==> src/rtl/tastable_pkg.sv <==
// Shared state encoding and default timing for the SNES clock-generator start sequencer.
package tastable_pkg;

  typedef enum logic [2:0] {
    ST_WAIT_LOCK = 3'd0,
    ST_HOLD      = 3'd1,
    ST_ARM       = 3'd2,
    ST_RUN       = 3'd3,
    ST_FAULT     = 3'd4
  } state_t;

  localparam int DEF_SYNC_STAGES      = 2;
  localparam int DEF_DEBOUNCE_CYCLES  = 65536;
  localparam int DEF_MIN_RESET_CYCLES = 1024;
  localparam int DEF_SYNC_TIMEOUT     = 16777216;
  localparam int DEF_SYNC_PULSE       = 16;
  localparam int DEF_CNT_W            = 24;

endpackage

==> src/rtl/start_sequencer_sync_debounce.sv <==
// N-stage input synchroniser with an optional level debouncer (CYCLES=0 bypasses the debouncer).
module sync_debounce #(
  parameter int   STAGES    = 2,
  parameter int   CYCLES    = 0,
  parameter logic RESET_VAL = 1'b1
) (
  input  logic clk,
  input  logic rst_n,
  input  logic din,
  output logic dout
);

  logic [STAGES-1:0] sync_r;

  // Shift the asynchronous input through the synchroniser chain.
  always_ff @(posedge clk or negedge rst_n) begin
    if (!rst_n) begin
      sync_r <= {STAGES{RESET_VAL}};
    end else begin
      sync_r <= {sync_r[STAGES-2:0], din};
    end
  end

  if (CYCLES == 0) begin : g_sync_only
    assign dout = sync_r[STAGES-1];
  end else begin : g_debounce
    localparam int DW = (CYCLES > 1) ? $clog2(CYCLES) : 1;
    logic [DW-1:0] cnt_r;
    logic          deb_r;

    // Accept a new level only after it has differed for CYCLES consecutive cycles.
    always_ff @(posedge clk or negedge rst_n) begin
      if (!rst_n) begin
        cnt_r <= '0;
        deb_r <= RESET_VAL;
      end else if (sync_r[STAGES-1] != deb_r) begin
        if (cnt_r == DW'(CYCLES - 1)) begin
          deb_r <= sync_r[STAGES-1];
          cnt_r <= '0;
        end else begin
          cnt_r <= cnt_r + DW'(1);
        end
      end else begin
        cnt_r <= '0;
      end
    end

    assign dout = deb_r;
  end

endmodule

==> src/rtl/start_sequencer.sv <==
// Start sequencer: waits for PLL lock, holds reset, arms on the first APU sync edge and releases the console.
import tastable_pkg::*;

module start_sequencer #(
  parameter int SYNC_STAGES      = DEF_SYNC_STAGES,
  parameter int DEBOUNCE_CYCLES  = DEF_DEBOUNCE_CYCLES,
  parameter int MIN_RESET_CYCLES = DEF_MIN_RESET_CYCLES,
  parameter int SYNC_TIMEOUT     = DEF_SYNC_TIMEOUT,
  parameter int SYNC_PULSE       = DEF_SYNC_PULSE,
  parameter int CNT_W            = DEF_CNT_W
) (
  input  logic       clkin,
  input  logic       reset,
  input  logic       pll_lock,
  input  logic       btn_reset_n,
  input  logic       apusync_raw,
  output logic       run_n,
  output logic       apusync_out,
  output logic       running,
  output logic       fault,
  output logic [2:0] state
);

  logic             lock_s;
  logic             btn_deb_s;
  logic             apu_s;
  logic             fall_det_s;
  logic             apu_prev_r;
  logic             btn_prev_r;
  logic             btn_press_r;
  state_t           state_r;
  state_t           state_n;
  logic [CNT_W-1:0] cnt_r;
  logic [CNT_W-1:0] cnt_n;
  logic             apu_out_n;
  logic             run_n_r;
  logic             apu_out_r;
  logic             running_r;
  logic             fault_r;

  // Lock synchroniser clears so lock is never assumed before it has been seen.
  sync_debounce #(.STAGES(SYNC_STAGES), .CYCLES(0), .RESET_VAL(1'b0)) u_lock (
    .clk(clkin), .rst_n(reset), .din(pll_lock), .dout(lock_s)
  );

  sync_debounce #(.STAGES(SYNC_STAGES), .CYCLES(DEBOUNCE_CYCLES), .RESET_VAL(1'b1)) u_button (
    .clk(clkin), .rst_n(reset), .din(btn_reset_n), .dout(btn_deb_s)
  );

  sync_debounce #(.STAGES(SYNC_STAGES), .CYCLES(0), .RESET_VAL(1'b1)) u_apusync (
    .clk(clkin), .rst_n(reset), .din(apusync_raw), .dout(apu_s)
  );

  assign fall_det_s = apu_prev_r & ~apu_s;

  // Edge history for APU sync and a registered press pulse from the debounced button.
  always_ff @(posedge clkin or negedge reset) begin
    if (!reset) begin
      apu_prev_r  <= 1'b1;
      btn_prev_r  <= 1'b1;
      btn_press_r <= 1'b0;
    end else begin
      apu_prev_r  <= apu_s;
      btn_prev_r  <= btn_deb_s;
      btn_press_r <= btn_prev_r & ~btn_deb_s;
    end
  end

  // Next-state, counter and pulse logic; lock loss then button press override normal flow.
  always_comb begin
    state_n   = state_r;
    cnt_n     = cnt_r;
    apu_out_n = 1'b1;
    if (!lock_s && (state_r != ST_WAIT_LOCK)) begin
      state_n = ST_WAIT_LOCK;
      cnt_n   = '0;
    end else if (btn_press_r && ((state_r == ST_ARM) || (state_r == ST_RUN) || (state_r == ST_FAULT))) begin
      state_n = ST_HOLD;
      cnt_n   = '0;
    end else begin
      case (state_r)
        ST_WAIT_LOCK: begin
          if (lock_s) begin
            state_n = ST_HOLD;
            cnt_n   = '0;
          end else begin
            cnt_n = '0;
          end
        end
        ST_HOLD: begin
          if (cnt_r == CNT_W'(MIN_RESET_CYCLES - 1)) begin
            if (btn_deb_s) begin
              state_n = ST_ARM;
              cnt_n   = '0;
            end else begin
              cnt_n = cnt_r;
            end
          end else begin
            cnt_n = cnt_r + CNT_W'(1);
          end
        end
        ST_ARM: begin
          if (fall_det_s) begin
            state_n   = ST_RUN;
            cnt_n     = CNT_W'(SYNC_PULSE - 1);
            apu_out_n = 1'b0;
          end else if (cnt_r == CNT_W'(SYNC_TIMEOUT - 1)) begin
            state_n = ST_FAULT;
            cnt_n   = '0;
          end else begin
            cnt_n = cnt_r + CNT_W'(1);
          end
        end
        ST_RUN: begin
          if (cnt_r != '0) begin
            cnt_n     = cnt_r - CNT_W'(1);
            apu_out_n = 1'b0;
          end else begin
            apu_out_n = 1'b1;
          end
        end
        ST_FAULT: begin
          cnt_n = '0;
        end
        default: begin
          state_n = ST_WAIT_LOCK;
          cnt_n   = '0;
        end
      endcase
    end
  end

  // State, counter and registered outputs.
  always_ff @(posedge clkin or negedge reset) begin
    if (!reset) begin
      state_r   <= ST_WAIT_LOCK;
      cnt_r     <= '0;
      run_n_r   <= 1'b0;
      apu_out_r <= 1'b1;
      running_r <= 1'b0;
      fault_r   <= 1'b0;
    end else begin
      state_r   <= state_n;
      cnt_r     <= cnt_n;
      run_n_r   <= (state_n == ST_RUN);
      apu_out_r <= apu_out_n;
      running_r <= (state_n == ST_RUN);
      fault_r   <= (state_n == ST_FAULT);
    end
  end

  assign run_n       = run_n_r;
  assign apusync_out = apu_out_r;
  assign running     = running_r;
  assign fault       = fault_r;
  assign state       = state_r;

endmodule
==> config.mk <==
export PLATFORM = sky130hd
export DESIGN_NAME = start_sequencer
export DESIGN_NICKNAME = d
export VERILOG_FILES = /design/src/rtl/tastable_pkg.sv /design/src/rtl/start_sequencer_sync_debounce.sv /design/src/rtl/start_sequencer.sv
export SDC_FILE = /design/constraint.sdc
export NUM_CORES = 1
export LEC_CHECK = 0
export CORE_MARGIN = 2
export CORE_UTILIZATION = 28
export DETAILED_ROUTE_END_ITERATION = 16
export DONT_BUFFER_PORTS = 1
export GPL_ROUTABILITY_DRIVEN = 0
export PLACE_DENSITY_LB_ADDON = 0.25
export SLEW_MARGIN = 40
export SYNTH_ARGS = -nofsm -noshare
export SYNTH_HDL_FRONTEND = slang
export SYNTH_SLANG_ARGS = --single-unit
==> constraint.sdc <==
create_clock -name clkin -period 4.6 [get_ports clkin]
set_input_delay 0.92 -clock clkin [delete_from_list [all_inputs] [get_ports clkin]]
set_output_delay 0.92 -clock clkin [all_outputs]
set_load 0.01 [all_outputs]
==> results.toml, run 1 <==
[global_routing]
grt_overflow = 0
grt_use_total = 0.130
grt_pass1_vias = 2938
grt_antenna_before_repair = 0
grt_pass1_wl_mm = 14.9
grt_max_degree = 57

[timing]
fmax_mhz = 341
finalHoldViolations = 0
slew_headroom = 0.501
tns_ns = 0
fin_ws_ns = 1.66
min_period_ns = 2.94
clock_skew_ns = 0.00974
rsz0062_at_grt = "false"
tightest_slew_ns = 0.748
finalMaxSlewViolations = 0
fin_crit_sh = 0.638
setup_viol = 0

[power_and_ir_drop]
ir_drop_uv = 132
p_per_area_nw_per_um2 = 263
cellLeakagePower_nw = 1.51

[die]
dieArea_um2 = 13900
start_util = 0.288
core-area_um2 = 12600
fp.dieW_um = 118
io-pin-count = 12
fp.dieH_um = 118
placementRows = 41

[critical_path]
cp_max_fo = 17
reg2regPathDepth = 7
worstReg2RegStart = "cnt_r[0]$_DFFE_PN0P_"
regToRegSetupSlack_ns = 1.66
startpoint = "cnt_r[0]$_DFFE_PN0P_"
cp-end-kind = "flip-flop"
cp_data_required_time_ns = 4.77
worstPathArrival_ns = 3.10
crit_type = "flip-flop to flip-flop"
worstSetupStartpointType = "flip-flop"

[logic_synthesis]
synth_top_cell_by_area = "dfrtp_1"
yosys_warnings = 0
syn_area_um2 = 3630
synth_flop_cell = "dfrtp_1"
async_reset_ff_frac = 1.00
yosysUniqueCellTypes = 64
synth_top_area_share = 0.331
synthTopCellsByCount = "dfrtp_1 (48), nor2_1 (45), nand2_1 (29), nand3_1 (26), xnor2_1 (22)"
synth_seq_cells = 56
synth_area_leaders = "dfrtp_1 (33%), dfstp_2 (5.8%), xnor2_1 (5.3%)"
syn_nets = 420
synth_edf_count = 0
yosysMostFrequentCell = "dfrtp_1"
synthCells = 411
avgSynthCellArea_um2 = 8.83
synth.yosys.seq_area_share = 0.389

[detailed_routing]
wl_mm = 8.58
m1WireLength_mm = 4.13
dr_wl_met3_um = 302
viasPerCell = 5.25
drtIter0Drc = 204
ant_nets = 0
wire_per_inst_um = 15.3
highest-signal-layer = "met4"
route.detailed.drc = 0
vias = 2949
wl_met2_mm = 4.01
drt-pass1-iter-count = 5

[placement]
portBuffers = 0
preCtsSetupSlack_ns = 1.69
dp_hpwl_mm = 5.91
dp.cells = 554
placed_area_um2 = 3640

[clocking]
worstSkewPairLatency_ns = 0.30
clock_sinks = 56
path_clk_slew_ns = 0.08
cts_tree = "done"
cts_max_level = 2
clk_path_buf_depth = 2
clockRootBuffer = "clkbuf_16"
cts_setup_buffers = 0
ctsHoldBuffers = 0
cts_buffers = 5
cts_resized = 0

[layout]
finish.instance_area_um2 = 3780
fin_nets = 398
synthToLayoutAreaGrowth_pct = 4.24
finalCoreUtilization = 0.300
instances_no_fill = 562
drive_gt1_frac = 0.103
diodes = 0

[worst_hold_path]
hold_class = "input port to async pin"

[outcome]
outcome = "finished clean"

[job]
max_cap_violations = 0
-- kinds of logic after synthesis --
logic type	count (synthesis)	share of synthesized area
mux	2	0.00586
simple gates	187	0.276
xor+xnor	38	0.0917
fa+ha+maj	4	0.0138
buf+inv	38	0.0679
flops	56	0.389
compound gates	86	0.156
-- report_power, final --
part	switching, W	internal (W)
clock network	0.000186	0.000204
logic	0.0000585	0.0000349
registers	0.0000104	0.000501
-- cell type report --
cell class | count | area [um^2]
clock buffers | 6 | 129
flip-flops and latches | 56 | 1410
fillers | 1359 | 8840
well taps | 172 | 215
clock inverters | 2 | 16.3
inverters | 9 | 33.8
multi-input cells | 317 | 1980
-- routing by layer --
metal | global-route usage | vias up
met5 | 0 | -
met4 | 0.0429 | 0
met3 | 0.0213 | 9
met2 | 0.213 | 69
met1 | 0.175 | 1438
li1 | - | 1433
-- final timing paths --
path,endpoint
worst max-delay path,cnt_r[12]$_DFFE_PN0P_
worst min-delay path,cnt_r[17]$_DFFE_PN0P_
worst max register to register,cnt_r[12]$_DFFE_PN0P_
worst min register to register,u_lock.sync_r[1]$_DFF_PN0_
max in group asynchronous,u_button.dout$_DFFE_PN1P_
min in group clkin,u_lock.sync_r[1]$_DFF_PN0_
-- cell usage in the layout (no fill, tap or decap), types with 3 or more instances in the layout --
master     instances
or2_2              7
a22oi_1            7
dfrtp_1           48
or3_1              4
nand4_1           11
nor4_1            11
inv_1              9
a31oi_1            6
a21oi_1           19
xnor2_1           22
o221ai_1           4
dfstp_2            8
or4_1              4
nand2_1           29
and3_1             7
ha_1               4
nor2_1            45
nor3_1            11
and4_1             3
nand2b_1           4
clkbuf_16          5
nand3_1           26
a211oi_1           4
and2_1             3
xor2_1            16
o21ai_0           20
nor2b_1            6
-- through the flow --
stage          total power, W  hold slack, ns
6_report             0.000995           0.309
3_5_place_dp         0.000614           0.343
2_1_floorplan        0.000596           0.331
4_1_cts               0.00101           0.299
5_1_grt               0.00104           0.295
3_3_place_gp         0.000614           0.332
-- sequential cells by signal (all words and copies together), names as in the netlist --
| register | cells |
|---|---|
| apusync_out | 1 |
| u_button.g_debounce.cnt_r | 16 |
| btn_press_r | 1 |
| fault | 1 |
| u_button.sync_r | 2 |
| u_apusync.sync_r | 2 |
| running | 1 |
| btn_prev_r | 1 |
| apu_prev_r | 1 |
| cnt_r | 24 |
| state | 3 |
| u_button.dout | 1 |
| u_lock.sync_r | 2 |
-- critical path: stages, from the launching register on --
cell,delay (ns)
dfrtp_1,0.49
ha_1,0.27
nand2_1,0.13
nor4_2,0.56
nand4_1,0.39
a21o_1,0.50
a221oi_1,0.37
nor3b_1,0.09
No activity file was read; power rests on OpenSTA's default activity.
==> inputs of run 2 (changes only) <==
==> constraint.sdc (replaced) <==
create_clock -name clkin -period 2.64 [get_ports clkin]
set_input_delay 0.528 -clock clkin [delete_from_list [all_inputs] [get_ports clkin]]
set_output_delay 0.528 -clock clkin [all_outputs]
set_load 0.01 [all_outputs]
==> run 2 against run 1 <==
  * Sequential power increased by 74%
  * Global-route usage is 0.27 points higher
  * Register-to-register slack got worse by 1.5 ns
  * Die area is the same
  * Critical endpoint is now cnt_r[8]$_DFFE_PN0P_
  * Largest cell class unchanged
==> results.toml, run 2 (same netlist as run 1, synthesis figures left out) <==
[outcome]
outcome = "finished clean"

[layout]
fin_nets = 432
finalCoreUtilization = 0.322
fillCellCount = 1352
finish.instance_area_um2 = 4070
layout_common_cells = "dfrtp_1 (46), nor2_1 (45), buf_4 (33), nand2_1 (29), nand3_1 (26)"
mostFrequentLayoutCell = "dfrtp_1"
largest-register = "cnt_r"
largest_reg_flops = 24
synthToLayoutAreaGrowth_pct = 12.1
diodes = 0
drive_gt1_frac = 0.182

[placement]
dp_hpwl_mm = 6.21
portBuffers = 0
placed_area_um2 = 3880
preCtsSetupSlack_ns = 0.0792

[detailed_routing]
ant_nets = 0
route.detailed.drc = 0
wl_mm = 8.90
vias = 3076
drt-pass1-iter-count = 4
viasPerCell = 5.16
wire_per_inst_um = 14.9
drtIter0Drc = 272

[clocking]
clock_sinks = 56
path_clk_slew_ns = 0.08
clk_path_buf_depth = 2
clockRootBuffer = "clkbuf_16"
cts_max_level = 2
cts_buffers = 5
cts_tree = "done"
worstSkewPairLatency_ns = 0.30

[critical_path]
worst-path-buf-inv = 1
crit_type = "flip-flop to flip-flop"
worstPathArrival_ns = 2.65
slowest_stage = "or3b_2"
cp-end-kind = "flip-flop"
worstSetupStartpointType = "flip-flop"
regToRegSetupSlack_ns = 0.17
critPathMaxStageDelay_ns = 0.53
crit_chain = "inv_1 > ha_1 > or3b_2 > or2_2 > or3_1 > xnor2_1 > a22oi_1 > o21ai_1"
cp_data_required_time_ns = 2.81
critical-path-top-delay-family = "simple AND/OR/NAND/NOR gates"
cp_max_fo = 9

[global_routing]
grt_pass1_vias = 3041
grt_use_total = 0.133
grt_pass1_wl_mm = 15.3
grt_antenna_before_repair = 0
grt_max_degree = 49
grt_overflow = 0

[timing]
fmax_mhz = 404
clock_skew_ns = 0.00770
slew_headroom = 0.664
rsz0062_at_grt = "false"
finalHoldViolations = 0
setup_viol = 0
timing.hold.ws_ns = 0.0639
fin_ws_ns = 0.165
tightest_slew_ns = 0.500
min_period_ns = 2.47
finalMaxSlewViolations = 0
tns_ns = 0
fin_crit_sh = 0.937

[die]
start_util = 0.288
io-pin-count = 12
core-area_um2 = 12600
fp.dieH_um = 118
dieArea_um2 = 13900
placementRows = 41
fp.dieW_um = 118

[power_and_ir_drop]
p_per_area_nw_per_um2 = 436
ir_drop_uv = 246
cellLeakagePower_nw = 1.71

[worst_hold_path]
hold_class = "input port to async pin"

[job]
max_cap_violations = 0
-- run 2: timing repair --
action                     CTS  global route
resized for setup            0             4
setup endpoints to repair    0             8
hold buffers                 1             0
hold endpoints to repair    48             0
setup buffers                0             0
-- run 2: metal layers --
layer  GRT usage  vias up  wire [um]
met1       0.185     1472       4390
li1            -     1507          -
met2       0.209       85       4020
met5           0        -          0
met3      0.0242       12        373
met4      0.0407        0        126
-- run 2: final timing paths --
path,start,endpoint,depth (start not counted)
setup / recovery,cnt_r[0]$_DFFE_PN0P_,cnt_r[8]$_DFFE_PN0P_,8
hold / removal,reset,apusync_out$_DFF_PN1_,0
setup reg to reg,cnt_r[0]$_DFFE_PN0P_,cnt_r[8]$_DFFE_PN0P_,8
hold reg to reg,u_lock.sync_r[0]$_DFF_PN0_,u_lock.sync_r[1]$_DFF_PN0_,0
max in group asynchronous,reset,cnt_r[1]$_DFFE_PN0P_,1
min in group clkin,btn_reset_n,u_button.sync_r[0]$_DFF_PN1_,0
-- run 2: final cells by class --
type	instances	area, um^2	share of cell area
well taps	172	215	0.0529
multi-input cells	317	1980	0.487
flip-flops and latches	56	1410	0.348
clock buffers	5	125	0.0308
clock inverters	3	21.3	0.00523
inverters	9	33.8	0.00831
repair buffers	34	275	0.0677
-- run 2: where the power goes --
part,switching (W),internal [W]
clock,0.000324,0.000354
sequential,0.0000151,0.000874
combinational,0.000123,0.0000798
total,0.000463,0.00131
-- run 2: through the flow --
step	power, W	std cells
after floorplan	0.00104	411
after detailed placement	0.00109	587
after global placement	0.00109	587
final	0.00177	596
after CTS	0.00181	596
after global routing	0.00186	596
==> inputs of run 3 (changes only) <==
--- a/config.mk
+++ b/config.mk
@@ -11,6 +11,7 @@
 export DONT_BUFFER_PORTS = 1
 export GPL_ROUTABILITY_DRIVEN = 0
 export PLACE_DENSITY_LB_ADDON = 0.25
+export SKIP_CTS_REPAIR_TIMING = 1
 export SLEW_MARGIN = 40
 export SYNTH_ARGS = -nofsm -noshare
 export SYNTH_HDL_FRONTEND = slang
==> run 3 against run 2 <==
  * Sequential power about the same
  * Die area unchanged
  * First-iteration DRC count up 0.74%
  * Via count about the same
  * Utilization unchanged
  * Largest cell class unchanged
==> results.toml, run 3 (same netlist as run 1, synthesis figures left out) <==
[clocking]
clockRootBuffer = "clkbuf_16"
cts_tree = "done"
worstSkewPairLatency_ns = 0.30
clk_path_buf_depth = 2
clock_sinks = 56
cts_buffers = 5
path_clk_slew_ns = 0.08
cts_max_level = 2

[critical_path]
critPathMaxStageDelay_ns = 0.53
worst-path-buf-inv = 1
slowest_stage = "or3b_2"
critical-path-top-delay-family = "simple AND/OR/NAND/NOR gates"
crit_type = "flip-flop to flip-flop"
cp-end-kind = "flip-flop"
worstSetupStartpointType = "flip-flop"
crit_chain = "inv_1 > ha_1 > or3b_2 > or2_2 > or3_1 > xnor2_1 > a22oi_1 > o21ai_1"
worstPathArrival_ns = 2.65
cp_max_fo = 9
cp_data_required_time_ns = 2.81

[die]
placementRows = 41
start_util = 0.288
dieArea_um2 = 13900
io-pin-count = 12
core-area_um2 = 12600
fp.dieW_um = 118
fp.dieH_um = 118

[placement]
dp.cells = 587
placed_area_um2 = 3880
portBuffers = 0
dp_hpwl_mm = 6.21

[global_routing]
grt_overflow = 0
grt_max_degree = 57
grt_use_total = 0.131
grt_pass1_vias = 3041
grt_antenna_before_repair = 0
grt_pass1_wl_mm = 15.2

[layout]
largest_reg_flops = 24
instances_no_fill = 596
fillCellCount = 1350
mostFrequentLayoutCell = "dfrtp_1"
drive_gt1_frac = 0.182
finalCoreUtilization = 0.322
diodes = 0
fin_nets = 432
finish.instance_area_um2 = 4070
largest-register = "cnt_r"
layout_common_cells = "dfrtp_1 (46), nor2_1 (45), buf_4 (33), nand2_1 (29), nand3_1 (26)"
synthToLayoutAreaGrowth_pct = 12.1

[timing]
tightest_slew_ns = 0.512
finalHoldViolations = 0
slew_headroom = 0.659
rsz0062_at_grt = "false"
fmax_mhz = 404
finalMaxSlewViolations = 0
setup_viol = 0
tns_ns = 0
min_period_ns = 2.47
fin_crit_sh = 0.937
clock_skew_ns = 0.0106

[power_and_ir_drop]
power.total_w = 0.00177
power_frac_clock = 0.384
ir_drop_uv = 246
p_int_w = 0.00131
p_seq_frac = 0.501
p_per_area_nw_per_um2 = 436
p_comb_frac = 0.115
switching_share = 0.262
cellLeakagePower_nw = 1.71
power_switching_w = 0.000466

[detailed_routing]
vias = 3073
ant_nets = 0
viasPerCell = 5.16
wl_mm = 8.92
route.detailed.drc = 0
drtIter0Drc = 274
drt-pass1-iter-count = 4
wire_per_inst_um = 15.0

[outcome]
outcome = "finished clean"

[job]
max_cap_violations = 0

[worst_hold_path]
hold_class = "input port to async pin"
## run 3: cell counts in the layout (fill, tap and decap cells not counted)
Identical to the previous run, type by type.
## run 3: final timing paths
kind | end | start | slack [ns] | cells after the start
worst max-delay path | cnt_r[8]$_DFFE_PN0P_ | cnt_r[0]$_DFFE_PN0P_ | 0.17 | 8
worst min register to register | u_lock.sync_r[1]$_DFF_PN0_ | u_lock.sync_r[0]$_DFF_PN0_ | 0.35 | 0
max in group asynchronous | cnt_r[1]$_DFFE_PN0P_ | reset | 2.32 | 1
worst min-delay path | apusync_out$_DFF_PN1_ | reset | 0.06 | 0
worst max register to register | cnt_r[8]$_DFFE_PN0P_ | cnt_r[0]$_DFFE_PN0P_ | 0.17 | 8
min in group clkin | u_apusync.sync_r[0]$_DFF_PN1_ | apusync_raw | 0.22 | 0
## run 3: cell type report
type | instances | area (um^2) | area share
inverter | 9 | 33.8 | 0.00831
multi-input combinational | 317 | 1980 | 0.487
clock inverter | 3 | 21.3 | 0.00523
clock buffer | 5 | 125 | 0.0308
sequential | 56 | 1410 | 0.348
timing repair buffer | 34 | 275 | 0.0677
tap | 172 | 215 | 0.0529
## run 3: power by group through the flow
stage | combinational, W | clock, W | sequential [W]
CTS | 0.000184 | 0.000714 | 0.000888
global route | 0.000228 | 0.000743 | 0.000892
floorplan | 0.000138 | 0 | 0.000900
detailed placement | 0.000182 | 0 | 0.000905
finish | 0.000203 | 0.000682 | 0.000889
global placement | 0.000184 | 0 | 0.000904
## run 3: per-layer routing
| metal | share of wire | vias to the layer above | wire length (um) | global-route usage |
|---|---|---|---|---|
| met1 | 0.49 | 1468 | 4330 | 0.180 |
| met4 | 0.015 | 0 | 138 | 0.0407 |
| met2 | 0.45 | 82 | 4050 | 0.209 |
| met3 | 0.044 | 14 | 396 | 0.0247 |
| li1 | - | 1509 | - | - |
| met5 | 0 | - | 0 | 0 |
## run 3: metrics by stage
step / hold WS (ns) / worst slack, ns
2_1_floorplan: 0.232 / 0.250
3_3_place_gp: 0.234 / 0.133
3_5_place_dp: 0.234 / 0.0792
4_1_cts: -0.0930 / 0.0636
5_1_grt: 0.0452 / 0.00717
6_report: 0.0628 / 0.165
==> RTL edit (settings of run 1) <==
`RESET_VAL` is set to 1'b1 in 3 places; all go to 1'b0.
--- a/src/rtl/start_sequencer_sync_debounce.sv
+++ b/src/rtl/start_sequencer_sync_debounce.sv
@@ -3,5 +3,5 @@
   parameter int   STAGES    = 2,
   parameter int   CYCLES    = 0,
-  parameter logic RESET_VAL = 1'b1
+  parameter logic RESET_VAL = 1'b0
 ) (
   input  logic clk,
--- a/src/rtl/start_sequencer.sv
+++ b/src/rtl/start_sequencer.sv
@@ -44,9 +44,9 @@
   );
 
-  sync_debounce #(.STAGES(SYNC_STAGES), .CYCLES(DEBOUNCE_CYCLES), .RESET_VAL(1'b1)) u_button (
+  sync_debounce #(.STAGES(SYNC_STAGES), .CYCLES(DEBOUNCE_CYCLES), .RESET_VAL(1'b0)) u_button (
     .clk(clkin), .rst_n(reset), .din(btn_reset_n), .dout(btn_deb_s)
   );
 
-  sync_debounce #(.STAGES(SYNC_STAGES), .CYCLES(0), .RESET_VAL(1'b1)) u_apusync (
+  sync_debounce #(.STAGES(SYNC_STAGES), .CYCLES(0), .RESET_VAL(1'b0)) u_apusync (
     .clk(clkin), .rst_n(reset), .din(apusync_raw), .dout(apu_s)
   );
Behaviour: no difference found for any inputs over 10 cycles, from zero or initial values and one cycle with reset low; that may be too few to reach the edited logic, so the function may still have changed.
==> RTL edit against run 1 <==
- sequential share of layout area down 0.15 points
- design area about the same
- sequential cell count unchanged
- wire length shrank 1.1%
- final cell count did not move
- worst setup slack gained 0.034 ns
- power up 0.81%
- largest cell class unchanged
- first-iteration DRC count grew 59%
- highest routed layer unchanged
- maximum frequency is 1.2% higher
- via count about the same
- synthesized area decreased by 0.17%
==> RTL edit: results (changes against run 1) <==
Outcome
  – Outcome: finished clean

Placed design
  – Post-DP HPWL: 5.83 mm (-1.4%)

Critical path
  – Reg2reg setup slack: 1.70 ns (+0.03 ns)
  – Slowest-stage cell, CP: nor4_2
  – Startpoint Class: flop
  – FF-to-FF End: cnt_r[14]

Timing
  – Worst Skew: 0.0113 ns (+0.00158 ns)
  – Worst slew margin: 49.7% (-0.48 points)
  – Hold WS: 0.303 ns (-0.00674 ns)

Pwr
  – P_leak: 1.53 nW (+0.79%)
  – Peak supply drop: 0.000128 V (-2.6%)
  – Seq pwr share: 50.8% (-0.6 points)
  – Sw Pwr: 0.262 mW (+2.7%)
  – Clock power share: 39.8% (+0.6 points)

Logic synthesis
  – Post-synth top cells: dfrtp_1 (53), nor2_1 (45), nand2_1 (29)
  – Seq/Total Area, Yosys: 38.8% (-0.11 points)
  – FFs w/ async S/R, synth: 100% (unchanged)
  – Area contributors post-synth: dfrtp_1 (37%), xnor2_1 (5.3%), nor2_1 (4.7%), xor2_1 (3.9%), nand3_1 (3.6%)
  – Synthesis Warnings: 0 (unchanged)

Drt
  – Wire length per cell: 15.1 um (-1.1%)
  – Vias per std cell: 5.25 (about the same)
  – DR iter-0 viols: 324 (+59%)

Cells and area
  – Fillcell total: 1352 (-0.52%)
  – Layout cell share with drive strength beyond 1: 9.23% (-1.0 points)

GRT
  – Global-route usage over all layers: 12.9% (-0.11 points)
  – First-pass GRT wire length: 14.7 mm (-0.79%)
  – Vias in the first global route: 2959 (+0.71%)
## RTL edit: logic make-up after synthesis
family | synth area share (%)
AOI/OAI and AO/OA | 15.6
xor gates and xnor gates | 9.19
muxes | 0.587
and+or+nand+nor | 27.6
DFF | 38.8
adders and majority gates | 1.38
buffers and inverters | 6.80
## RTL edit: final cells by class
class | count | area (um^2) | share of cell area [%]
inverters | 9 | 33.8 | 0.893
multi-input cells | 317 | 1980 | 52.3
flip-flops and latches | 56 | 1410 | 37.2
well taps | 172 | 215 | 5.69
clock buffers | 5 | 125 | 3.31
clock inverters | 3 | 25.0 | 0.662
## RTL edit: metrics by stage
step | area [um^2] | total power, mW | cells | worst slack [ns]
after floorplan | 3620 | 0.595 | 411 | 2.21
after global placement | 3620 | 0.612 | 554 | 1.83
after detailed placement | 3630 | 0.613 | 554 | 1.71
after CTS | 3780 | 1.02 | 562 | 1.69
after global routing | 3780 | 1.05 | 562 | 1.39
final | 3780 | 1.00 | 562 | 1.70
## RTL edit: how the worst max path moves through the flow
stage,to,cells past startpoint
6_report,cnt_r[14],7
5_1_grt,cnt_r[12],7
4_1_cts,cnt_r[7],6
3_5_place_dp,cnt_r[7],6
3_3_place_gp,cnt_r[9],6
2_1_floorplan,cnt_r[8],9
## RTL edit: metal layers
| layer | share of wire, % | vias up | track usage (%) |
|---|---|---|---|
| li1 | - | 1432 | - |
| met2 | 47 | 78 | 21.2 |
| met1 | 47 | 1432 | 16.8 |
| met3 | 5.4 | 9 | 2.86 |
| met4 | 1.0 | 0 | 4.07 |
| met5 | 0 | - | 0 |
